### src/rtl/sap2_alu_pkg.sv
// Shared definitions for the SAP-2 ALU control path.
// Holds opcode values, FSM/op-class encodings and the decoder result record.
package sap2_alu_pkg;

    localparam logic [7:0] OP_ADD_B = 8'h80;
    localparam logic [7:0] OP_ADD_C = 8'h81;
    localparam logic [7:0] OP_SUB_B = 8'h90;
    localparam logic [7:0] OP_SUB_C = 8'h91;
    localparam logic [7:0] OP_ANA_B = 8'hA0;
    localparam logic [7:0] OP_ANA_C = 8'hA1;
    localparam logic [7:0] OP_XRA_B = 8'hA8;
    localparam logic [7:0] OP_XRA_C = 8'hA9;
    localparam logic [7:0] OP_ORA_B = 8'hB0;
    localparam logic [7:0] OP_ORA_C = 8'hB1;
    localparam logic [7:0] OP_INR_A = 8'h3C;
    localparam logic [7:0] OP_DCR_A = 8'h3D;
    localparam logic [7:0] OP_RAL   = 8'h17;
    localparam logic [7:0] OP_RAR   = 8'h1F;
    localparam logic [7:0] OP_ANI   = 8'hE6;
    localparam logic [7:0] OP_XRI   = 8'hEE;
    localparam logic [7:0] OP_ORI   = 8'hF6;
    localparam logic [7:0] OP_JNZ   = 8'hC2;
    localparam logic [7:0] OP_JZ    = 8'hCA;
    localparam logic [7:0] OP_JM    = 8'hFA;

    localparam logic [1:0] SRC_B      = 2'd0;
    localparam logic [1:0] SRC_C      = 2'd1;
    localparam logic [1:0] SRC_TMP    = 2'd2;
    localparam logic [1:0] SRC_UNUSED = 2'd3;

    localparam int NUM_STROBES = 9;

    typedef enum logic [2:0] {
        ST_IDLE,
        ST_DECODE,
        ST_FETCH,
        ST_EXEC,
        ST_DONE
    } state_t;

    typedef enum logic [2:0] {
        CLS_ARITH,
        CLS_LOGIC,
        CLS_UNARY,
        CLS_IMM,
        CLS_JUMP,
        CLS_ILLEGAL
    } op_class_t;

    // Values double as bit positions in the strobe vector.
    typedef enum logic [3:0] {
        STB_ADD  = 4'd0,
        STB_SUB  = 4'd1,
        STB_AND  = 4'd2,
        STB_OR   = 4'd3,
        STB_XOR  = 4'd4,
        STB_INC  = 4'd5,
        STB_DEC  = 4'd6,
        STB_RAL  = 4'd7,
        STB_RAR  = 4'd8,
        STB_NONE = 4'd9
    } strobe_idx_t;

    typedef enum logic [1:0] {
        JC_NONE,
        JC_Z,
        JC_NZ,
        JC_M
    } jump_cond_t;

    typedef struct packed {
        op_class_t   op_class;
        strobe_idx_t strobe;
        logic [1:0]  src_sel;
        jump_cond_t  jump_cond;
    } decode_t;

    function automatic logic jump_taken(input jump_cond_t cond, input logic zero, input logic sign);
        logic taken;
        case (cond)
            JC_Z:    taken = zero;
            JC_NZ:   taken = !zero;
            JC_M:    taken = sign;
            default: taken = 1'b0;
        endcase
        return taken;
    endfunction

endpackage

### src/rtl/alu_op_sequencer_if.sv
// Instruction-path handshake, memory fetch handshake and ALU control bundle.
// The master side drives opcodes/flags; the slave side is the sequencer.
interface alu_op_sequencer_if #(
    parameter int OPW = 8
);
    logic           iStart;
    logic [OPW-1:0] iOpcode;
    logic           iZeroFlag;
    logic           iSignFlag;
    logic           iMemReady;
    logic           oMemRead;
    logic           oAdd;
    logic           oSub;
    logic           oAND;
    logic           oOR;
    logic           oXOR;
    logic           oInc;
    logic           oDec;
    logic           oRotateLeft;
    logic           oRotateRight;
    logic [1:0]     oSrcSel;
    logic           oLoadAcc;
    logic           oBusy;
    logic           oDone;
    logic           oJumpTaken;
    logic           oIllegal;
    logic           oError;

    modport master (
        output iStart, iOpcode, iZeroFlag, iSignFlag, iMemReady,
        input  oMemRead, oAdd, oSub, oAND, oOR, oXOR, oInc, oDec,
               oRotateLeft, oRotateRight, oSrcSel, oLoadAcc,
               oBusy, oDone, oJumpTaken, oIllegal, oError
    );

    modport slave (
        input  iStart, iOpcode, iZeroFlag, iSignFlag, iMemReady,
        output oMemRead, oAdd, oSub, oAND, oOR, oXOR, oInc, oDec,
               oRotateLeft, oRotateRight, oSrcSel, oLoadAcc,
               oBusy, oDone, oJumpTaken, oIllegal, oError
    );
endinterface

### src/rtl/alu_opcode_decoder.sv
// Combinational opcode classifier: op class, ALU strobe, B-operand source
// and jump condition for one SAP-2 opcode.
module alu_opcode_decoder
    import sap2_alu_pkg::*;
#(
    parameter int OPW = 8
) (
    input  logic [OPW-1:0] i_opcode,
    output decode_t        o_decode
);

    logic [1:0] w_reg_src;

    // Register forms encode B/C in bit 0.
    assign w_reg_src = i_opcode[0] ? SRC_C : SRC_B;

    always_comb begin
        o_decode.op_class  = CLS_ILLEGAL;
        o_decode.strobe    = STB_NONE;
        o_decode.src_sel   = SRC_B;
        o_decode.jump_cond = JC_NONE;
        case (i_opcode)
            OPW'(OP_ADD_B), OPW'(OP_ADD_C): begin
                o_decode.op_class = CLS_ARITH;
                o_decode.strobe   = STB_ADD;
                o_decode.src_sel  = w_reg_src;
            end
            OPW'(OP_SUB_B), OPW'(OP_SUB_C): begin
                o_decode.op_class = CLS_ARITH;
                o_decode.strobe   = STB_SUB;
                o_decode.src_sel  = w_reg_src;
            end
            OPW'(OP_ANA_B), OPW'(OP_ANA_C): begin
                o_decode.op_class = CLS_LOGIC;
                o_decode.strobe   = STB_AND;
                o_decode.src_sel  = w_reg_src;
            end
            OPW'(OP_XRA_B), OPW'(OP_XRA_C): begin
                o_decode.op_class = CLS_LOGIC;
                o_decode.strobe   = STB_XOR;
                o_decode.src_sel  = w_reg_src;
            end
            OPW'(OP_ORA_B), OPW'(OP_ORA_C): begin
                o_decode.op_class = CLS_LOGIC;
                o_decode.strobe   = STB_OR;
                o_decode.src_sel  = w_reg_src;
            end
            OPW'(OP_INR_A): begin
                o_decode.op_class = CLS_UNARY;
                o_decode.strobe   = STB_INC;
            end
            OPW'(OP_DCR_A): begin
                o_decode.op_class = CLS_UNARY;
                o_decode.strobe   = STB_DEC;
            end
            OPW'(OP_RAL): begin
                o_decode.op_class = CLS_UNARY;
                o_decode.strobe   = STB_RAL;
            end
            OPW'(OP_RAR): begin
                o_decode.op_class = CLS_UNARY;
                o_decode.strobe   = STB_RAR;
            end
            OPW'(OP_ANI): begin
                o_decode.op_class = CLS_IMM;
                o_decode.strobe   = STB_AND;
                o_decode.src_sel  = SRC_TMP;
            end
            OPW'(OP_XRI): begin
                o_decode.op_class = CLS_IMM;
                o_decode.strobe   = STB_XOR;
                o_decode.src_sel  = SRC_TMP;
            end
            OPW'(OP_ORI): begin
                o_decode.op_class = CLS_IMM;
                o_decode.strobe   = STB_OR;
                o_decode.src_sel  = SRC_TMP;
            end
            OPW'(OP_JNZ): begin
                o_decode.op_class  = CLS_JUMP;
                o_decode.jump_cond = JC_NZ;
            end
            OPW'(OP_JZ): begin
                o_decode.op_class  = CLS_JUMP;
                o_decode.jump_cond = JC_Z;
            end
            OPW'(OP_JM): begin
                o_decode.op_class  = CLS_JUMP;
                o_decode.jump_cond = JC_M;
            end
            default: begin
                o_decode.op_class = CLS_ILLEGAL;
            end
        endcase
    end

endmodule

### src/rtl/alu_op_sequencer.sv
// SAP-2 ALU control sequencer: one opcode per handshake, one registered ALU
// strobe per op, immediate operand fetch with timeout, conditional jump resolve.
module alu_op_sequencer
    import sap2_alu_pkg::*;
#(
    parameter int OPW     = 8,
    parameter int TIMEOUT = 15
) (
    input  logic               iClock,
    input  logic               iReset,
    alu_op_sequencer_if.slave  bus
);

    localparam int CW = $clog2(TIMEOUT + 1);

    state_t                 r_state;
    state_t                 w_state_next;
    logic [OPW-1:0]         r_opcode;
    logic [OPW-1:0]         w_opcode_next;
    logic [CW-1:0]          r_fetch_cnt;
    logic [CW-1:0]          w_fetch_cnt_next;
    logic [CW-1:0]          w_fetch_cnt_inc;

    logic [NUM_STROBES-1:0] r_strobe;
    logic [NUM_STROBES-1:0] w_strobe_next;
    logic [NUM_STROBES-1:0] w_strobe_onehot;
    logic [1:0]             r_src_sel;
    logic [1:0]             w_src_sel_next;
    logic                   r_load_acc;
    logic                   r_mem_read;
    logic                   r_busy;
    logic                   r_done;
    logic                   r_jump_taken;
    logic                   w_jump_taken_next;
    logic                   r_illegal;
    logic                   w_illegal_next;
    logic                   r_error;
    logic                   w_error_next;

    decode_t                w_decode;

    alu_opcode_decoder #(
        .OPW (OPW)
    ) u_decoder (
        .i_opcode (r_opcode),
        .o_decode (w_decode)
    );

    generate
        for (genvar gi = 0; gi < NUM_STROBES; gi++) begin : g_strobe
            assign w_strobe_onehot[gi] = (w_decode.strobe == strobe_idx_t'(gi));
        end
    endgenerate

    assign w_fetch_cnt_inc = r_fetch_cnt + CW'(1);

    always_comb begin
        w_state_next      = r_state;
        w_opcode_next     = r_opcode;
        w_fetch_cnt_next  = r_fetch_cnt;
        w_jump_taken_next = 1'b0;
        w_illegal_next    = 1'b0;
        w_error_next      = 1'b0;
        case (r_state)
            ST_IDLE: begin
                if (bus.iStart) begin
                    w_opcode_next = bus.iOpcode;
                    w_state_next  = ST_DECODE;
                end
            end
            ST_DECODE: begin
                w_fetch_cnt_next = '0;
                case (w_decode.op_class)
                    CLS_ILLEGAL: begin
                        w_illegal_next = 1'b1;
                        w_state_next   = ST_DONE;
                    end
                    CLS_JUMP: begin
                        w_jump_taken_next = jump_taken(w_decode.jump_cond, bus.iZeroFlag, bus.iSignFlag);
                        w_state_next      = ST_DONE;
                    end
                    CLS_IMM: w_state_next = ST_FETCH;
                    default: w_state_next = ST_EXEC;
                endcase
            end
            ST_FETCH: begin
                // Ready takes priority over a timeout landing in the same cycle.
                if (bus.iMemReady) begin
                    w_fetch_cnt_next = '0;
                    w_state_next     = ST_EXEC;
                end else if (w_fetch_cnt_inc == CW'(TIMEOUT)) begin
                    w_fetch_cnt_next = '0;
                    w_error_next     = 1'b1;
                    w_state_next     = ST_DONE;
                end else begin
                    w_fetch_cnt_next = w_fetch_cnt_inc;
                end
            end
            ST_EXEC: w_state_next = ST_DONE;
            ST_DONE: w_state_next = ST_IDLE;
            default: w_state_next = ST_IDLE;
        endcase
    end

    // Outputs are registered from the next state so they line up with it.
    always_comb begin
        w_strobe_next  = '0;
        w_src_sel_next = SRC_B;
        if (w_state_next == ST_EXEC) begin
            w_strobe_next  = w_strobe_onehot;
            w_src_sel_next = w_decode.src_sel;
        end
    end

    always_ff @(posedge iClock or negedge iReset) begin
        if (!iReset) begin
            r_state      <= ST_IDLE;
            r_opcode     <= '0;
            r_fetch_cnt  <= '0;
            r_strobe     <= '0;
            r_src_sel    <= SRC_B;
            r_load_acc   <= 1'b0;
            r_mem_read   <= 1'b0;
            r_busy       <= 1'b0;
            r_done       <= 1'b0;
            r_jump_taken <= 1'b0;
            r_illegal    <= 1'b0;
            r_error      <= 1'b0;
        end else begin
            r_state      <= w_state_next;
            r_opcode     <= w_opcode_next;
            r_fetch_cnt  <= w_fetch_cnt_next;
            r_strobe     <= w_strobe_next;
            r_src_sel    <= w_src_sel_next;
            r_load_acc   <= (w_state_next == ST_EXEC);
            r_mem_read   <= (w_state_next == ST_FETCH);
            r_busy       <= (w_state_next != ST_IDLE);
            r_done       <= (w_state_next == ST_DONE);
            r_jump_taken <= w_jump_taken_next;
            r_illegal    <= w_illegal_next;
            r_error      <= w_error_next;
        end
    end

    assign bus.oAdd         = r_strobe[STB_ADD];
    assign bus.oSub         = r_strobe[STB_SUB];
    assign bus.oAND         = r_strobe[STB_AND];
    assign bus.oOR          = r_strobe[STB_OR];
    assign bus.oXOR         = r_strobe[STB_XOR];
    assign bus.oInc         = r_strobe[STB_INC];
    assign bus.oDec         = r_strobe[STB_DEC];
    assign bus.oRotateLeft  = r_strobe[STB_RAL];
    assign bus.oRotateRight = r_strobe[STB_RAR];
    assign bus.oSrcSel      = r_src_sel;
    assign bus.oLoadAcc     = r_load_acc;
    assign bus.oMemRead     = r_mem_read;
    assign bus.oBusy        = r_busy;
    assign bus.oDone        = r_done;
    assign bus.oJumpTaken   = r_jump_taken;
    assign bus.oIllegal     = r_illegal;
    assign bus.oError       = r_error;

endmodule

### src/flat_wrapper.sv
// flat-port wrapper written by rule: the top's interface ports become plain ports
module alu_op_sequencer_flat import sap2_alu_pkg::*;
#(
    parameter int OPW     = 8,
    parameter int TIMEOUT = 15
)
  (iClock, iReset, bus_iStart, bus_iOpcode, bus_iZeroFlag, bus_iSignFlag, bus_iMemReady, bus_oMemRead, bus_oAdd, bus_oSub, bus_oAND, bus_oOR, bus_oXOR, bus_oInc, bus_oDec, bus_oRotateLeft, bus_oRotateRight, bus_oSrcSel, bus_oLoadAcc, bus_oBusy, bus_oDone, bus_oJumpTaken, bus_oIllegal, bus_oError);
  alu_op_sequencer_if #(.OPW(OPW)) bus_i ();
  input  logic iClock;
  input  logic iReset;
  input wire logic [$bits(bus_i.iStart)-1:0] bus_iStart;
  input wire logic [$bits(bus_i.iOpcode)-1:0] bus_iOpcode;
  input wire logic [$bits(bus_i.iZeroFlag)-1:0] bus_iZeroFlag;
  input wire logic [$bits(bus_i.iSignFlag)-1:0] bus_iSignFlag;
  input wire logic [$bits(bus_i.iMemReady)-1:0] bus_iMemReady;
  output wire logic [$bits(bus_i.oMemRead)-1:0] bus_oMemRead;
  output wire logic [$bits(bus_i.oAdd)-1:0] bus_oAdd;
  output wire logic [$bits(bus_i.oSub)-1:0] bus_oSub;
  output wire logic [$bits(bus_i.oAND)-1:0] bus_oAND;
  output wire logic [$bits(bus_i.oOR)-1:0] bus_oOR;
  output wire logic [$bits(bus_i.oXOR)-1:0] bus_oXOR;
  output wire logic [$bits(bus_i.oInc)-1:0] bus_oInc;
  output wire logic [$bits(bus_i.oDec)-1:0] bus_oDec;
  output wire logic [$bits(bus_i.oRotateLeft)-1:0] bus_oRotateLeft;
  output wire logic [$bits(bus_i.oRotateRight)-1:0] bus_oRotateRight;
  output wire logic [$bits(bus_i.oSrcSel)-1:0] bus_oSrcSel;
  output wire logic [$bits(bus_i.oLoadAcc)-1:0] bus_oLoadAcc;
  output wire logic [$bits(bus_i.oBusy)-1:0] bus_oBusy;
  output wire logic [$bits(bus_i.oDone)-1:0] bus_oDone;
  output wire logic [$bits(bus_i.oJumpTaken)-1:0] bus_oJumpTaken;
  output wire logic [$bits(bus_i.oIllegal)-1:0] bus_oIllegal;
  output wire logic [$bits(bus_i.oError)-1:0] bus_oError;
  assign bus_i.iStart = bus_iStart;
  assign bus_i.iOpcode = bus_iOpcode;
  assign bus_i.iZeroFlag = bus_iZeroFlag;
  assign bus_i.iSignFlag = bus_iSignFlag;
  assign bus_i.iMemReady = bus_iMemReady;
  assign bus_oMemRead = bus_i.oMemRead;
  assign bus_oAdd = bus_i.oAdd;
  assign bus_oSub = bus_i.oSub;
  assign bus_oAND = bus_i.oAND;
  assign bus_oOR = bus_i.oOR;
  assign bus_oXOR = bus_i.oXOR;
  assign bus_oInc = bus_i.oInc;
  assign bus_oDec = bus_i.oDec;
  assign bus_oRotateLeft = bus_i.oRotateLeft;
  assign bus_oRotateRight = bus_i.oRotateRight;
  assign bus_oSrcSel = bus_i.oSrcSel;
  assign bus_oLoadAcc = bus_i.oLoadAcc;
  assign bus_oBusy = bus_i.oBusy;
  assign bus_oDone = bus_i.oDone;
  assign bus_oJumpTaken = bus_i.oJumpTaken;
  assign bus_oIllegal = bus_i.oIllegal;
  assign bus_oError = bus_i.oError;
  alu_op_sequencer #(.OPW(OPW), .TIMEOUT(TIMEOUT)) u_core (.iClock(iClock), .iReset(iReset), .bus(bus_i));
endmodule
### config.mk
export PLATFORM = sky130hd
export DESIGN_NAME = alu_op_sequencer_flat
export DESIGN_NICKNAME = d
export VERILOG_FILES = /design/src/rtl/sap2_alu_pkg.sv /design/src/rtl/alu_op_sequencer_if.sv /design/src/rtl/alu_opcode_decoder.sv /design/src/rtl/alu_op_sequencer.sv /design/src/flat_wrapper.sv
export SDC_FILE = /design/constraint.sdc
export NUM_CORES = 1
export LEC_CHECK = 0
export CORE_MARGIN = 2
export CORE_UTILIZATION = 45
export CTS_CLUSTER_DIAMETER = 200
export DETAILED_ROUTE_END_ITERATION = 8
export PLACE_DENSITY_LB_ADDON = 0.25
export SYNTH_ARGS = -nofsm -noshare
export SYNTH_HDL_FRONTEND = slang
export SYNTH_SLANG_ARGS = --single-unit
### constraint.sdc
create_clock -name iClock -period 2.09 [get_ports iClock]
set_clock_uncertainty 0.2 [all_clocks]
set_input_delay 0.5225 -clock iClock [delete_from_list [all_inputs] [get_ports iClock]]
set_output_delay 0.5225 -clock iClock [all_outputs]
set_load 0.02 [all_outputs]
## After elaboration in Yosys (flattened, before gate mapping)

Cells that the tools add are included.

| word-level totals | value |
|---|---|
| bits in registers | 33 |
| input bits | 14 |

| cells by class | value |
|---|---|
| $add $sub $neg | 1 |
| equality and inequality tests | 41 |
| muxes and demuxes | 23 |
| reduce and logical (&&, ||, !) cells | 18 |

Operator list:

| cell | count |
|---|---|
| $eq 8x8->1 const B | 16 |
| $pmux 4 s9 | 1 |
| $eq 4x3->1 const B | 4 |
| $eq 8x5->1 const B | 2 |
| $eq 8x6->1 const B | 2 |
| $eq 3x2->1 const B | 5 |
| $pmux 3 s5 | 1 |
| $reduce_or 3->1 | 5 |
| $pmux 3 s4 | 1 |
| $reduce_or 10->1 | 1 |
| $eq 3x3->1 const B | 3 |
| $mux 3 | 3 |
| $mux 9 | 1 |
| $eq 4x2->1 const B | 2 |
| $eq 4x4->1 const B | 2 |
| $mux 1 | 8 |
| $mux 4 | 2 |
| $pmux 4 s2 | 1 |
| $reduce_or 4->1 | 2 |
| $pmux 2 s3 | 1 |
| $pmux 3 s2 | 1 |
| $reduce_or 2->1 | 3 |
| $reduce_or 6->1 | 1 |
| $add 4x1->4 const B | 1 |
| other kinds (13) | 14 |

## Logic depth before layout (Yosys ltp)

Gate-level depths: netlist of run 1.

| depth | value |
|---|---|
| word-level depth | 9 |
| mapped depth | 6 |
| gate-level depth less buffers | 6 |

## Modules after synthesis

A second synthesis of run 1 with hierarchy kept.

| second synthesis, totals | value |
|---|---|
| cell total of the unflattened synthesis | 173 |
| area total of the unflattened synthesis | 1851.8 sq um |

By module, submodules not included:

| module | times used | cells each | area each (sq um) |
|---|---|---|---|
| alu_op_sequencer | 1 | 125 | 1534.0 |
| alu_opcode_decoder | 1 | 48 | 317.8 |

## Least setup slack after synthesis of run 1

No wires, ideal clock.

| timing | value |
|---|---|
| kind | register to register |
| start point | reg u_core.r_opcode[3] |
| end point | reg u_core.r_strobe[1] |
| setup time | 73 ps |
| arrival | 1640 ps |
| path slack | 177 ps |
| stages on the path, launching flop included | 7 |
| period minus slack after synthesis | 1913 ps |
| cell sequence | dfrtp_1 buf_6 or3b_1 a2111oi_2 o31ai_1 a21o_1 nor2_1 |

| on the way | value |
|---|---|
| word-level cells in the longest chain between the ends | 9 |
| elaborated cells between the ends (all ways) | 41 |

Ends and longest elaborated chain:

| what | line | RTL |
|---|---|---|
| start, declared | alu_op_sequencer.sv:18 | `logic [OPW-1:0] r_opcode;` |
| start signal, assigned | alu_op_sequencer.sv:131 | `r_opcode <= w_opcode_next;` |
| $eq 8x8->1 (tied with other cells) | alu_opcode_decoder.sv:22 | `case (i_opcode)` |
| $reduce_or 6->1 (no line) (tied with other cells) | n/a |  |
| $pmux 3 s5 | alu_opcode_decoder.sv:22 |  |
| $eq 3x3->1 | alu_op_sequencer.sv:73 | `case (w_decode.op_class)` |
| $reduce_or 2->1 (no line) | n/a |  |
| $pmux 3 s2 | alu_op_sequencer.sv:73 |  |
| $pmux 3 s4 | alu_op_sequencer.sv:64 | `case (r_state)` |
| $eq 3x2->1 | alu_op_sequencer.sv:109 | `if (w_state_next == ST_EXEC) begin` |
| $mux 9 * | alu_op_sequencer.sv:109 |  |
| net u_core.w_strobe_next[1] | alu_op_sequencer.sv:25 | `logic [NUM_STROBES-1:0] w_strobe_next;` |
| end signal, assigned | alu_op_sequencer.sv:133 | `r_strobe <= w_strobe_next;` |
| end, declared | alu_op_sequencer.sv:24 | `logic [NUM_STROBES-1:0] r_strobe;` |

The timed path passes the listed nets; every way through them passes the cells marked *.
A chain may end at the register's enable or synchronous reset.

## Worst setup path after layout of run 1

| timing | value |
|---|---|
| start point | reg u_core.r_opcode[2] |
| end point | reg u_core.r_strobe[5] |

The elaborated chain is that of the path after synthesis.

==> flow_metrics.tcl, run 1 <==
set metrics [dict create \
    synthCells 155 \
    die_height_um 64.8 \
    p_seq_share_pct 37.8 \
    cts_tree "yes" \
    synth_area_um2 1660 \
    max_freq_ghz 0.495 \
    die_x_um 64.8 \
    synthTopCellsByArea "dfrtp_1 50%, mux2_2 4.7%, nand2_1 3.6%" \
    arrival_ns 2.03 \
    hp-class "flip-flop to flip-flop" \
    htree_levels 2 \
    p_clk_share_pct 17.1 \
    ios 32 \
    start_util_pct 46.1 \
    max-vdd-ir-drop_uv 799 \
    wire_per_inst_um 13.7 \
    overflow 0 \
    crit_buf_inv 0 \
    slowest_stage "dfrtp_2" \
    area_growth_pct 37.5 \
    ys_seq_area_share_pct 49.7 \
    final.period_utilization_pct 96.7 \
    synth-edff-count 0 \
    finalCriticalPeriod_ns 2.02 \
    preCtsSetupSlack_ns -0.00568 \
    drtIter0Drc 47 \
    yosysTopAreaCell "dfrtp_1" \
    crit_fanout 10 \
    ys.flop_type "dfrtp_1" \
    path_cells "or3b_1 -> a2111oi_4 -> o31ai_2 -> a21o_1 -> nor2_1" \
    synth_area_per_cell_um2 10.7 \
    clockRootBuffer "clkbuf_8" \
    grtUsageTotal_pct 18.6 \
    port_buffers 31 \
    ys_ff_latch 33 \
    vias 1379 \
    clk_latency_ns 0.28 \
    finalPower_w 0.00266 \
    viasPerCell 5.32 \
    startpoint_type "flip-flop" \
    drt_wl_total_mm 3.54 \
    relSlewSlack_pct 73.3 \
    nets 226 \
    fin_cells 259 \
    synth_cell_types 52 \
    power_leakage_nw 0.965 \
    numCtsBuffers 5 \
    worst_setup_path_end_kind "flip-flop" \
    intPower_w 0.00165 \
    hpwl_mm 2.61 \
    n_antenna_cell 0 \
    gp_congestion 0.766 \
    setup_tns_ns 0 \
    cap_violations 0 \
    setup_ws_ns 0.0691 \
    finalMaxSlewViolations 0 \
    ys_warn_count 0 \
    worst-setup-path-type "flip-flop to flip-flop" \
    ant_nets 0 \
    cp.required_ns 2.10 \
    cts.sinks 33 \
    clockBufferDepth 2 \
    critPathTopFamily "compound AO/OA/AOI/OAI gates" \
    grt_max_degree 34 \
    drive_gt1_share_pct 25.1 \
    swShare_pct 38.1 \
    power_switching_w 0.00102 \
    ys_async_sr_fraction_pct 100 \
    worst_pin_slew_ns 0.400 \
    core_um2 3610 \
    antenna_found_initial 0 \
    critPathMaxStageDelay_ns 0.48 \
    hold_viol 0 \
    die-area_um2 4190 \
    clk_pin_slew_worst_paths_ns 0.07 \
    rows 22 \
    drc_errors 0 \
    synth.top_cells.by_count "33 x dfrtp_1, 16 x nand2_1, 10 x nor2_1, 7 x mux2_2, 7 x o21ai_0" \
    p_comb_share_pct 45.1 \
    drtPass1Iterations 4 \
    status "finished clean" \
    p_per_area_nw_per_um2 1170 \
    yosysMostFrequentCell "dfrtp_1" \
    dp_cells 247 \
    grt_pass1_vias 1402 \
    syn-num-nets 171 \
    final-setup-viol-count 0 \
    grt_pass1_wl_mm 5.99 \
    synth_top_area_share_pct 49.7 \
]
[sequential cells by signal (all words and copies together) (netlist names)]
signal / cells
u_core.r_strobe: 9
u_core.bus.oSrcSel: 2
u_core.bus.oMemRead: 1
u_core.bus.oIllegal: 1
u_core.bus.oBusy: 1
u_core.r_fetch_cnt: 4
u_core.bus.oError: 1
u_core.bus.oDone: 1
u_core.bus.oJumpTaken: 1
u_core.r_state: 3
u_core.r_opcode: 8
u_core.bus.oLoadAcc: 1
[per-stage QoR]
step | util (%) | hold slack, ns | area, um2
3_3_place_gp | 59.0 | 0.323 | 2130
3_5_place_dp | 59.0 | 0.333 | 2130
2_1_floorplan | - | 0.0269 | 1660
4_1_cts | 61.6 | 0.352 | 2220
6_report | 63.4 | 0.348 | 2280
5_1_grt | 63.4 | 0.394 | 2280
[final timing paths]
path	start	endpoint	slack, ns	depth (start not counted)
setup reg to reg	u_core.r_opcode[2]	u_core.r_strobe[5]	0.07	5
hold / removal	u_core.r_fetch_cnt[2]	u_core.r_fetch_cnt[2]	0.35	2
hold reg to reg	u_core.r_fetch_cnt[2]	u_core.r_fetch_cnt[2]	0.35	2
setup / recovery	u_core.r_opcode[2]	u_core.r_strobe[5]	0.07	5
max in group asynchronous	iReset	u_core.r_opcode[6]	0.94	2
min in group asynchronous	iReset	u_core.r_strobe[8]	0.44	2
[cell type report]
cell class | instances | area (um2)
fillers | 297 | 1320
repair buffers | 53 | 475
clock inverters | 3 | 17.5
well taps | 48 | 60.1
clock buffers | 5 | 68.8
multi-input cells | 112 | 811
flip-flops and latches | 33 | 833
inverters | 5 | 18.8
[worst min-delay path, stage by stage (launching register included)]
cell and delay [ns]:
dfrtp_1 0.40, nand2_1 0.06, nand2_1 0.06
[logic make-up after synthesis]
logic type,share of synthesized area [%]
simple gates,24.5
flops,49.7
buf+inv,3.46
xor+xnor,1.58
mux,4.74
compound gates,14.5
fa+ha+maj,1.51
[layer usage]
layer	vias to the layer above	GRT usage, %	routed length (um)
li1	678	-	-
met1	668	20.2	1510
met2	26	35.1	1850
met3	7	3.65	125
met4	0	7.18	53
met5	-	0	0
[layout by cell type, fill, tap and decap left out, drive strengths merged, types with 3 or more instances in the layout]
master,count
a21o,3
clkdlybuf4s50,31
a21oi,3
nand2,16
dfrtp,33
nor4b,3
nor2b,5
buf,22
nor2,10
clkbuf,5
nand3,3
or3b,3
nand4b,3
o21ai,9
mux2,7
inv,5
nor3,5
nand2b,5
[power by group through the flow]
| stage | Clock [W] | Combinational [W] | Sequential, W |
|---|---|---|---|
| after floorplan | 0 | 0.000714 | 0.000955 |
| after global placement | 0 | 0.00105 | 0.000992 |
| after detailed placement | 0 | 0.00108 | 0.00101 |
| after CTS | 0.000470 | 0.00109 | 0.00100 |
| after global routing | 0.000504 | 0.00132 | 0.00104 |
| final | 0.000457 | 0.00120 | 0.00101 |
[timing repair]
| action | CTS | global route |
|---|---|---|
| gates resized for setup | 2 | 11 |
| cloned | 0 | 0 |
| buffers inserted | 0 | 4 |
| hold buffers | 0 | 0 |
| pin swaps | 0 | 2 |
| endpoints found under the setup margin | 2 | 8 |
(Power assumes the default switching activity.)
==> run 2, diff against run 1 <==
--- a/config.mk
+++ b/config.mk
@@ -6,7 +6,7 @@
 export NUM_CORES = 1
 export LEC_CHECK = 0
 export CORE_MARGIN = 2
-export CORE_UTILIZATION = 45
+export CORE_UTILIZATION = 51
 export CTS_CLUSTER_DIAMETER = 200
 export DETAILED_ROUTE_END_ITERATION = 8
 export PLACE_DENSITY_LB_ADDON = 0.25
==> constraint.sdc (replaced) <==
create_clock -name iClock -period 2.09 [get_ports iClock]
set_clock_uncertainty 0.2 [all_clocks]
set_input_delay 0.3135 -clock iClock [delete_from_list [all_inputs] [get_ports iClock]]
set_output_delay 0.3135 -clock iClock [all_outputs]
set_load 0.02 [all_outputs]
==> run 2 against run 1 <==
The run now ends with negative setup slack left. Hold slack got worse by 0.19 ns. Global-route usage rose by 3.6 points. Sequential share of layout area fell by 0.97 points. Cell area rose by 2.7%. Clock power rose by 6.6%. Largest cell class is now multi-input gates.
==> flow_metrics.tcl, run 2 (synthesis results as in run 1) <==
set metrics [dict create \
    rsz0062_at_grt "yes" \
    arrival_ns 2.17 \
    cts.sinks 33 \
    hp-class "input port to async pin" \
    layout_commonest_cell "clkdlybuf4s50_1" \
    htree_levels 2 \
    grtUsageTotal_pct 22.2 \
    n_antenna_cell 0 \
    die-area_um2 3730 \
    utilization_pct 76.3 \
    ios 32 \
    p_seq_share_pct 36.0 \
    overflow 0 \
    status "complete, but fails checks" \
    relSlewSlack_pct 72.4 \
    grt_pass1_vias 1370 \
    drive_gt1_share_pct 28.0 \
    worst-setup-path-type "flip-flop to flip-flop" \
    grt_pass1_wl_mm 5.98 \
    critPathMaxStageDelay_ns 0.45 \
    cp.required_ns 2.13 \
    largest_register_ff_count 9 \
    worst_pin_slew_ns 0.415 \
    slowest_stage "dfrtp_2" \
    finalMaxSlewViolations 0 \
    die_height_um 61.1 \
    finalCriticalPeriod_ns 2.13 \
    gp_congestion 0.957 \
    layout.area.seq_um2 833 \
    final.period_utilization_pct 102 \
    wire_per_inst_um 16.8 \
    die_x_um 61.1 \
    reg_top3 "u_core.r_strobe (9), u_core.r_opcode (8), u_core.r_fetch_cnt (4)" \
    max_freq_ghz 0.470 \
    drt_wl_total_mm 4.22 \
    setup_ws_ns -0.0375 \
    cts_hold_buf 0 \
    cts_tree "yes" \
    power_switching_w 0.00116 \
    rows 20 \
    p_clk_share_pct 16.8 \
    start_util_pct 54.0 \
    drtIter0Drc 57 \
    finalPower_w 0.00289 \
    max-vdd-ir-drop_uv 890 \
    clockBufferDepth 2 \
    grt_max_degree 34 \
    crit_fanout 6 \
    startpoint_type "flip-flop" \
    ant_nets 0 \
    clockRootBuffer "clkbuf_4" \
    drtPass1Iterations 4 \
    final-setup-viol-count 6 \
    vias 1443 \
    path_cells "buf_12 -> nor4b_2 -> o21ai_0 -> nand3_1 -> nand4_1 -> nor3_1" \
    area_growth_pct 41.3 \
    drc_errors 0 \
    preCtsSetupSlack_ns -0.0261 \
    clk_latency_ns 0.34 \
    viasPerCell 5.75 \
    numCtsBuffers 5 \
    clk_pin_slew_worst_paths_ns 0.12 \
    worst_setup_path_end_kind "flip-flop" \
    p_comb_share_pct 47.2 \
    final_cell_mix "31 x clkdlybuf4s50_1, 27 x dfrtp_1, 16 x nand2_1, 16 x buf_4, 9 x nor2_1" \
    hpwl_mm 2.61 \
    cap_violations 0 \
    core_um2 3080 \
    antenna_found_initial 0 \
    port_buffers 31 \
    failed_checks "negative setup slack" \
    max_flop_register "u_core.r_strobe" \
    intPower_w 0.00174 \
    multiInputGateArea_um2 895 \
    power_leakage_nw 0.961 \
    nets 222 \
    swShare_pct 40.0 \
    fillers 214 \
    hold_viol 0 \
    p_per_area_nw_per_um2 1230 \
]
## run 2: through the flow
stage | cells | hold slack, ns | cell area [um2] | TNS (ns)
3_3_place_gp | 235 | 0.329 | 2060 | 0
2_1_floorplan | 155 | -0.182 | 1660 | 0
6_report | 251 | 0.159 | 2350 | -0.119
3_5_place_dp | 235 | 0.356 | 2060 | -0.0447
5_1_grt | 251 | 0.173 | 2350 | -0.969
4_1_cts | 243 | 0.163 | 2160 | 0
## run 2: final cells by class
cell class                 count  share of cell area (%)
clock buffer                   5                    1.60
clock inverter                 3                    1.97
inverter                       5                   0.800
multi-input combinational    112                    38.1
sequential                    33                    35.5
tap                           44                    2.35
timing repair buffer          49                    19.7
## run 2: worst max-delay path: cells and delay by family (launching register included)
family | cells | cell delay (ns)
DFF | 1 | 0.45
buffers and inverters | 1 | 0.15
AOI/OAI and AO/OA | 1 | 0.25
and+or+nand+nor | 4 | 1.00
## run 2: per-layer routing
metal,vias up,global-route usage (%),routed length (um)
met1,721,26.5,1630
met2,42,38.1,2350
met5,-,0,0
li1,672,-,-
met4,0,8.07,78
met3,8,6.30,167
## run 2: repair_timing
item                                    CTS  global route
gates cloned                              0             0
pin swaps                                 0             6
buffers inserted                          0             8
resized for setup                         5            24
endpoints found under the setup margin    6            12
## run 2: worst paths after layout
path,from,endpoint,slack (ns),cells past startpoint
hold / removal,iReset,u_core.bus.oJumpTaken,0.16,2
hold reg to reg,u_core.r_fetch_cnt[0],u_core.r_fetch_cnt[0],0.38,1
setup / recovery,u_core.r_opcode[1],u_core.r_strobe[0],-0.04,6
max in group asynchronous,iReset,u_core.r_opcode[7],1.20,2
min in group iClock,bus_iOpcode[3],u_core.r_opcode[3],0.34,3
setup reg to reg,u_core.r_opcode[1],u_core.r_strobe[0],-0.04,6
## run 2: power by group through the flow
stage	Clock, W	Sequential [W]	Combinational, W
after CTS	0.000492	0.00101	0.000992
after global routing	0.000539	0.00106	0.00147
after global placement	0	0.000994	0.000957
final	0.000487	0.00104	0.00136
after floorplan	0	0.000955	0.000714
after detailed placement	0	0.00101	0.000982
==> run 3, diff against run 2 <==
--- a/config.mk
+++ b/config.mk
@@ -9,7 +9,9 @@
 export CORE_UTILIZATION = 51
 export CTS_CLUSTER_DIAMETER = 200
 export DETAILED_ROUTE_END_ITERATION = 8
+export GPL_TIMING_DRIVEN = 0
 export PLACE_DENSITY_LB_ADDON = 0.25
 export SYNTH_ARGS = -nofsm -noshare
 export SYNTH_HDL_FRONTEND = slang
 export SYNTH_SLANG_ARGS = --single-unit
+export TNS_END_PERCENT = 100
==> constraint.sdc (replaced) <==
create_clock -name iClock -period 2.04 [get_ports iClock]
set_clock_uncertainty 0.2 [all_clocks]
set_input_delay 0.306 -clock iClock [delete_from_list [all_inputs] [get_ports iClock]]
set_output_delay 0.306 -clock iClock [all_outputs]
set_load 0.02 [all_outputs]
==> run 3 against run 2 <==
The flow still finishes with violations (negative setup slack). Critical path type unchanged. Cell area shrank 1.1%. Global-route usage shrank 0.53 points. First-iteration DRC count rose by 84%. Count of clock-buffer cells in the layout rose by 2. Critical path depth down 1. Sequential power decreased by 5%. Combinational power hardly changed. Clock power increased by 4.9%. Utilization fell by 0.81 points. Sequential share of layout area increased by 0.27 points. Largest cell class unchanged.
==> flow_metrics.tcl, run 3 (synthesis results as in run 1) <==
set metrics [dict create \
    status "complete, but fails checks" \
    failed_checks "negative setup slack" \
    hp-class "input port to flip-flop" \
    power_leakage_nw 0.988 \
    fillers 203 \
    clockRootBuffer "clkbuf_4" \
    hpwl_mm 2.53 \
    reg_top3 "u_core.r_strobe (9), u_core.r_opcode (8), u_core.r_fetch_cnt (4)" \
    grt_max_degree 34 \
    hold_viol 0 \
    final.period_utilization_pct 100 \
    rsz0062_at_grt "yes" \
    worst_pin_slew_ns 0.716 \
    final_area_um2 2320 \
    cp.required_ns 2.10 \
    ant_nets 0 \
    final-setup-viol-count 1 \
    crit_fanout 6 \
    power_switching_w 0.00110 \
    drive_gt1_share_pct 25.6 \
    startpoint_type "flip-flop" \
    drc_errors 0 \
    setup_ws_ns -0.00505 \
    r2r_start "u_core.r_opcode[7]" \
    grtUsageTotal_pct 21.6 \
    grt_pass1_vias 1422 \
    hold_start "bus_iOpcode[3]" \
    htree_levels 2 \
    cts_tree "yes" \
    preCtsSetupSlack_ns -0.371 \
    drtPass1Iterations 4 \
    max-vdd-ir-drop_uv 982 \
    die-area_um2 3730 \
    finalPower_w 0.00288 \
    n_antenna_cell 0 \
    clk_pin_slew_worst_paths_ns 0.09 \
    max_flop_register "u_core.r_strobe" \
    swShare_pct 38.3 \
    largest_register_ff_count 9 \
    numCtsBuffers 5 \
    port_buffers 31 \
    finalMaxSlewViolations 0 \
    start_util_pct 54.0 \
    hold_end "u_core.r_opcode[3]" \
    placement.cell_area_um2 2020 \
    relSlewSlack_pct 52.2 \
    core_um2 3080 \
    p_seq_share_pct 34.4 \
    gp_congestion 0.842 \
    clockBufferDepth 2 \
    worst_setup_path_end_kind "flip-flop" \
    viasPerCell 5.82 \
    clk_latency_ns 0.34 \
    p_per_area_nw_per_um2 1240 \
    ios 32 \
    rows 20 \
    rr_endpoint "u_core.r_strobe[4]" \
    nets 222 \
    final_cell_mix "30 x clkdlybuf4s50_1, 29 x dfrtp_1, 16 x nand2_1" \
    die_height_um 61.1 \
    drt_wl_total_mm 3.91 \
    cts.sinks 33 \
    rr_worst_depth 5 \
    p_clk_share_pct 17.7 \
    arrival_ns 2.10 \
    area_growth_pct 39.8 \
    worst-setup-path-type "flip-flop to flip-flop" \
    grt_pass1_wl_mm 5.84 \
    p_comb_share_pct 47.9 \
    overflow 0 \
    hold_path_depth 3 \
    antenna_found_initial 0 \
    die_x_um 61.1 \
    whs_ns 0.327 \
    cap_violations 0 \
    layout_commonest_cell "clkdlybuf4s50_1" \
    finalCriticalPeriod_ns 2.05 \
    intPower_w 0.00178 \
    r2r_setup_slack_ns -0.005 \
    vias 1460 \
    drtIter0Drc 105 \
    wire_per_inst_um 15.6 \
    max_freq_ghz 0.489 \
]
## run 3: cell types whose count changed in the layout (fill, tap and decap cells not counted), moves of 2 or more
cell     before  now
buf_4        16   11
buf_6         1    3
dfrtp_1      27   29
dfrtp_2       6    4
## run 3: power groups by stage
stage,clock network [W],logic (W),registers (W)
global placement,0,0.000998,0.000965
global route,0.000557,0.00148,0.00101
floorplan,0,0.000732,0.000979
finish,0.000511,0.00138,0.000990
detailed placement,0,0.00103,0.000973
CTS,0.000525,0.00108,0.000970
## run 3: worst max path at each step
stage                                  start                 end  slack [ns]  cells past startpoint
after floorplan           u_core.r_opcode[3]  u_core.r_strobe[1]        0.13                      6
after global placement            bus_iStart  u_core.r_opcode[6]       -0.34                      3
after detailed placement          bus_iStart  u_core.r_opcode[0]       -0.37                      3
after CTS                 u_core.r_opcode[2]    u_core.bus.oBusy       -0.01                      6
after global routing      u_core.r_opcode[7]  u_core.r_strobe[4]       -0.09                      5
final                     u_core.r_opcode[7]  u_core.r_strobe[4]      -0.005                      5
## run 3: worst max-delay path, cell delays in order, from the launching register on
cell and delay [ns]:
dfrtp_2 0.45, nand3b_1 0.28, or3_1 0.40, o311a_1 0.15, a311o_1 0.35, nor3_2 0.14
## run 3: what timing repair did
action	in CTS	in global routing
buffers inserted	0	12
endpoints found under the setup margin	17	13
pin swaps	1	4
cloned	0	0
resized for setup	9	17
endpoints found under the hold margin	33	0
hold buffers	1	0
## run 3: metrics by stage
stage                     TNS [ns]  utilization, %  instances
final                     -0.00505            75.4        251
after global routing        -0.399            75.4        251
after CTS                  -0.0591            69.6        239
after detailed placement     -3.44            65.7        230
after global placement       -7.66            65.9        230
after floorplan                  0               -        155
## run 3: per-layer routing
metal | vias up | share of wire (%) | GRT usage (%) | routed length [um]
met5 | - | 0 | 0 | 0
met4 | 0 | 2.0 | 12.1 | 78
met3 | 8 | 6.9 | 6.30 | 270
met2 | 59 | 52 | 37.1 | 2040
met1 | 714 | 39 | 24.0 | 1520
li1 | 679 | - | - | -
## run 3: area by class of cell
| type | count | area [um2] | share of cell area, % |
|---|---|---|---|
| multi-input combinational | 112 | 876 | 37.7 |
| sequential | 33 | 831 | 35.8 |
| timing repair buffer | 44 | 410 | 17.7 |
| clock buffer | 7 | 55.1 | 2.37 |
| tap | 44 | 55.1 | 2.37 |
| buffer | 5 | 46.3 | 1.99 |
| clock inverter | 1 | 30.0 | 1.29 |
| inverter | 5 | 18.8 | 0.808 |
